## src/rtl/rv32_mem_arbiter_pkg.sv

```systemverilog
// Shared memory-port types plus arbiter state and starvation-counter width.
package rv32_types;

  typedef struct packed {
    logic        valid;
    logic [31:0] addr;
    logic [31:0] wdata;
    logic        we;
    logic [3:0]  wstrb;
  } memory_request_t;

  typedef struct packed {
    logic        ready;
    logic [31:0] data;
  } memory_response_t;

  typedef enum logic [1:0] {ARB_IDLE, ARB_LOCK_I, ARB_LOCK_D} arb_state_t;

  localparam int ARB_STARVE_W = 4;

endpackage

```

## src/rtl/rv32_mem_arbiter_select.sv

```systemverilog
// Combinational winner pick for an idle arbiter: data first unless fetch has starved too long.
module rv32_arb_select
  import rv32_types::*;
#(
  parameter int MAX_DATA_BURST = 4
) (
  input  logic                    valid_i,
  input  logic                    valid_d,
  input  logic [ARB_STARVE_W-1:0] starve_cnt,
  output logic                    grant_i,
  output logic                    grant_d
);

  localparam logic [ARB_STARVE_W-1:0] BURST_LIMIT = ARB_STARVE_W'(MAX_DATA_BURST);

  logic instr_forced;

  always_comb begin
    instr_forced = valid_i && (starve_cnt == BURST_LIMIT);
    grant_d      = valid_d && !instr_forced;
    grant_i      = valid_i && !grant_d;
  end

endmodule

```

## src/rtl/rv32_mem_arbiter.sv

```systemverilog
// Fetch/load-store arbiter for one shared memory port; zero added latency, grant held until ready.
// Optional perf counters (conflict and data-stall cycles) when RV32_ARB_PERF_EN is defined.
module rv32_mem_arbiter
  import rv32_types::*;
#(
  parameter int MAX_DATA_BURST = 4,
  parameter int CNT_W          = 32
) (
  input  logic             clk,
  input  logic             reset,
  input  memory_request_t  instr_request,
  output memory_response_t instr_response,
  input  memory_request_t  data_request,
  output memory_response_t data_response,
  output memory_request_t  mem_request,
  input  memory_response_t mem_response,
  output logic             grant_data
`ifdef RV32_ARB_PERF_EN
  ,
  output logic [CNT_W-1:0] perf_conflict_cycles,
  output logic [CNT_W-1:0] perf_data_stall_cycles
`endif
);

  localparam logic [ARB_STARVE_W-1:0] BURST_LIMIT = ARB_STARVE_W'(MAX_DATA_BURST);

  arb_state_t              state;
  logic [ARB_STARVE_W-1:0] starve_cnt;
  logic                    sel_i, sel_d;
  logic                    fwd_i, fwd_d;
  logic                    done;

  rv32_arb_select #(.MAX_DATA_BURST(MAX_DATA_BURST)) u_select (
    .valid_i    (instr_request.valid),
    .valid_d    (data_request.valid),
    .starve_cnt (starve_cnt),
    .grant_i    (sel_i),
    .grant_d    (sel_d)
  );

  // Reset gates every output so nothing leaks to memory while reset is held.
  always_comb begin
    fwd_i = 1'b0;
    fwd_d = 1'b0;
    if (!reset) begin
      case (state)
        ARB_IDLE:   begin fwd_i = sel_i; fwd_d = sel_d; end
        ARB_LOCK_I: fwd_i = 1'b1;
        ARB_LOCK_D: fwd_d = 1'b1;
        default:    ;
      endcase
    end

    mem_request    = '0;
    instr_response = '0;
    data_response  = '0;
    if (fwd_d) begin
      mem_request         = data_request;
      data_response.ready = mem_response.ready && data_request.valid;
      data_response.data  = mem_response.data;
    end else if (fwd_i) begin
      mem_request          = instr_request;
      instr_response.ready = mem_response.ready && instr_request.valid;
      instr_response.data  = mem_response.data;
    end

    done       = mem_request.valid && mem_response.ready;
    grant_data = fwd_d;
  end

  always_ff @(posedge clk or posedge reset) begin
    if (reset) begin
      state      <= ARB_IDLE;
      starve_cnt <= '0;
    end else if (done) begin
      state <= ARB_IDLE;
      if (fwd_d && instr_request.valid)
        starve_cnt <= (starve_cnt == BURST_LIMIT) ? starve_cnt : starve_cnt + 1'b1;
      else
        starve_cnt <= '0;
    end else if (!mem_request.valid) begin
      // Nothing to forward, or the locked requester withdrew: release the port.
      state <= ARB_IDLE;
    end else if (fwd_d) begin
      state <= ARB_LOCK_D;
    end else begin
      state <= ARB_LOCK_I;
    end
  end

`ifdef RV32_ARB_PERF_EN
  always_ff @(posedge clk or posedge reset) begin
    if (reset) begin
      perf_conflict_cycles   <= '0;
      perf_data_stall_cycles <= '0;
    end else begin
      if (instr_request.valid && data_request.valid)
        perf_conflict_cycles <= perf_conflict_cycles + 1'b1;
      if (data_request.valid && !data_response.ready)
        perf_data_stall_cycles <= perf_data_stall_cycles + 1'b1;
    end
  end
`endif

endmodule
```

## config.mk

```make
export PLATFORM = sky130hd
export DESIGN_NAME = rv32_mem_arbiter
export DESIGN_NICKNAME = d
export VERILOG_FILES = /design/src/rtl/rv32_mem_arbiter_pkg.sv /design/src/rtl/rv32_mem_arbiter_select.sv /design/src/rtl/rv32_mem_arbiter.sv
export SDC_FILE = /design/constraint.sdc
export NUM_CORES = 1
export LEC_CHECK = 0
export ABC_AREA = 1
export ABC_CLOCK_PERIOD_IN_PS = 3200
export CORE_AREA = 2 2 123 125
export CTS_BUF_LIST = sky130_fd_sc_hd__clkbuf_4 sky130_fd_sc_hd__clkbuf_8
export CTS_CLUSTER_SIZE = 28
export DETAILED_ROUTE_END_ITERATION = 7
export DIE_AREA = 0 0 125 127
export PLACE_DENSITY = 0.6
export SYNTH_ARGS = -nofsm -noshare
export SYNTH_HDL_FRONTEND = slang
export SYNTH_HIERARCHICAL = 1
export SYNTH_SLANG_ARGS = --single-unit
export TNS_END_PERCENT = 100
```

## constraint.sdc

```tcl
create_clock -name clk -period 3.2 [get_ports clk]
set_clock_uncertainty 0.1 [all_clocks]
set_input_delay 0.48 -clock clk [delete_from_list [all_inputs] [get_ports clk]]
set_output_delay 0.48 -clock clk [all_outputs]
set_load 0.005 [all_outputs]
```

==> results.md <==
- Status: completed
- Slowest CP cell: clkdlybuf4s50_1
- Clock Path Buffers: 2
- Final worst setup slack: 0.0825 ns
- RSZ-0062 raised after global routing: true
- Highest metal used: met4
- Non-Filler Instances: 882
- Slew headroom: a little under three fifths
- Root buf cell: clkbuf_8
- Setup TNS: 0 ns
- CP arrival: 2.54 ns
- Final hold vios: 0
- Number of nets in the layout: 877
- Pwr dens: 152 nW/um2
- Metal3 WL: 999 um
- Critical Path Fanout Max: 32
- Util after Layout: a little under two fifths
- Drt pass-1 iters: 4
- Largest net degree at the start of global routing: 59
- Peak Freq: approximately 320 MHz
- # setup viols final: 0
- CTS Buf Count: 3
- Core region area: 14400 um2
- Routed Antenna Nets: 0
- Via count: 3536
- Post-DR wirelength/cell: 13.7 um
- Die height: 127 um
- Area of the multi-input gates: 1450 um2
- Period minus WS final: 3.12 ns
- Die area: 15900 um2
- Least-Margin Pin Slew: 0.661 ns
- Hold WC Path Type: in -> async
- Worst path cell trace: clkdlybuf4s50_1 > buf_4 > a21oi_2 > nor2_1 > nor2_4 > inv_2 > nor3_1 > clkdlybuf4s50_1
- Final Wtd Congestion: between 0.8 and 0.9
- Total GRT Usage: roughly 13%
- Synthesis-stage register bit count: 6
- Sequential Area: between 150 and 200 um2
- Period utilisation layout: 97.4%
- Layout area overhead: 187%
- Initial drt markers: 124
- CTS H-tree lvls: 1
- Final instance area: between 5000 and 6000 um2
- Fin. max-slew vios: 0
- Crit path required time: 2.62 ns
- DR vias/cell: 4.01
- Routed wl met2: 5810 um
- Clock sinks: 6
- Crit Path Category: in -> out
- Dpl cell area: 5230 um2
- Clk_lat worst skew: 0.23 ns
- Worst slack, placed: 0.0787 ns
- Fillers: 1531
- ANT cells: 0
- Cell variety after synth: 21
- Avg Inst Size Synth: 4.68 um2
- Aggregate global routing overflow: 0
- Worst vdd ir: roughly 0.00023 V
- CTS hold repair buffers: 0
- Clock slew at reported path FFs: approximately 0.040 ns
- Post-placement cell count: 877
- Synthesized area: 1890 um2
- Detailed placement HPWL: between 9000 and 10000 um
- Chip width: 125 um
- Number of global-route vias before repair: approximately 3300
- TritonCTS clock tree: built
- Routed WL: approximately 12000 um
- Slowest stage delay, CP: 0.55 ns
- Mapped Cells: ~400
- Post-CTS Repair Setup Buffers: 0
- Crit. End Element: output pin
- First-pass GRT wire length: between 15000 and 20000 um
- Warnings from Yosys: 6
- Port buffer count: 311
- Top Ports: 312
- Register-to-register setup slack: 1.14 ns
- Drc violations: 0
- Seq/Total Area, Yosys: 7.96%
- Critical path startpoint category: input pin
- Initial core utilization: 13.1%
- Layout cells sized above 1: 5.44%
- Leakage Power: approximately 2.6 nW
- Max_cap viols: 0
- M1 WL: 4900 um
- Syn_nets: 580
- Initial antenna violation count: 0
- Crit path top cell by count: clkdlybuf4s50_1
- Std-Cell Rows: 44
==> state kept, by name, summed over array words and instances (netlist names) <==
register,cells
state,2
starve_cnt,4
==> metal layers <==
layer,GRT usage (%),up-vias
met2,23.5,184
li1,-,1842
met5,0,-
met1,16.7,1487
met3,2.76,23
met4,4.05,0
==> metrics by stage <==
| step | power [mW] | hold WS [ns] |
|---|---|---|
| floorplan | 0.258 | 0.147 |
| global placement | 0.699 | 0.448 |
| detailed placement | 0.697 | 0.439 |
| CTS | 0.817 | 0.446 |
| global route | 0.885 | 0.463 |
| finish | 0.824 | 0.438 |
==> critical path, delay by kind of cell <==
kind | cells | cell delay [ns]
compound gates | 1 | 0.12
buf+inv | 4 | 1.40
simple gates | 3 | 0.53
==> layout by cell type, fill, tap and decap left out <==
master and count:
nor2_1 45, nand2_2 2, nor2_4 1, nand2_4 1
buf_12 6, ha_1 2, nand4_1 1, nor3_1 23
dlymetal6s2s_1 13, inv_6 1, nand2_1 152, dfrtp_1 6
nand3_4 1, buf_4 5, nand3b_1 1, clkbuf_16 2
clkbuf_8 3, xnor2_1 1, clkdlybuf4s50_1 298, inv_1 42
nor2_2 3, nand3_1 76, nor3_2 9, a21oi_2 1
inv_2 3
==> layout make-up <==
class / instances / area share, %
flip-flops and latches: 6 / 2.78
clock buffers: 3 / 0.764
repair buffers: 324 / 62.0
well taps: 184 / 4.26
multi-input cells: 319 / 26.9
inverters: 46 / 3.29
==> what timing repair did <==
item / in CTS / in global routing
endpoints found under the setup margin: 0 / 44
resized for setup: 0 / 25
hold endpoints to repair: 0 / 0
==> Yosys cell counts (all sizes together) <==
| cell type | count | share of area, % |
|---|---|---|
| inv | 46 | 9.2 |
| nand3 | 77 | 21 |
| nor3 | 32 | 8.5 |
| nand2 | 155 | 31 |
| nand3b | 1 | 0.40 |
| buf | 30 | 8.5 |
| dfrtp | 6 | 8.0 |
| nand4 | 1 | 0.33 |
| a21oi | 1 | 0.46 |
| clkbuf | 2 | 0.40 |
| nor2 | 49 | 11 |
| xnor2 | 1 | 0.46 |
| ha | 2 | 1.3 |
==> report_power, final <==
| part | total, mW | internal [mW] | leakage (nW) | switching (mW) |
|---|---|---|---|---|
| clock network | 0.116 | 0.0810 | 0.0216 | 0.0350 |
| registers | 0.0840 | 0.0792 | 0.0828 | 0.00481 |
| logic | 0.624 | 0.398 | 2.53 | 0.227 |
==> cells by family (layout without fill, tap and decap cells) <==
| logic type | Yosys count | count (layout) | share of synthesized area (%) |
|---|---|---|---|
| AND/OR/NAND/NOR | 315 | 315 | 71.7 |
| buffers and inverters | 78 | 373 | 18.0 |
| flip-flops | 6 | 6 | 7.96 |
| adder cells (fa/ha/maj) | 2 | 2 | 1.33 |
| AO/OA/AOI/OAI | 1 | 1 | 0.465 |
| XOR/XNOR | 1 | 1 | 0.465 |
==> final timing paths <==
| path | cells past startpoint | end | startpoint |
|---|---|---|---|
| max reg2reg | 12 | starve_cnt[2]$_DFFE_PP0P_ | starve_cnt[1]$_DFFE_PP0P_ |
| min in group clk | 2 | starve_cnt[3]$_DFFE_PP0P_ | starve_cnt[3]$_DFFE_PP0P_ |
| max in group asynchronous | 2 | starve_cnt[3]$_DFFE_PP0P_ | reset |
| max | 8 | instr_response[2] | data_request[69] |
| min | 2 | starve_cnt[2]$_DFFE_PP0P_ | reset |
| min reg2reg | 2 | starve_cnt[3]$_DFFE_PP0P_ | starve_cnt[3]$_DFFE_PP0P_ |
Note: power is estimated with default switching activity, not from simulation.
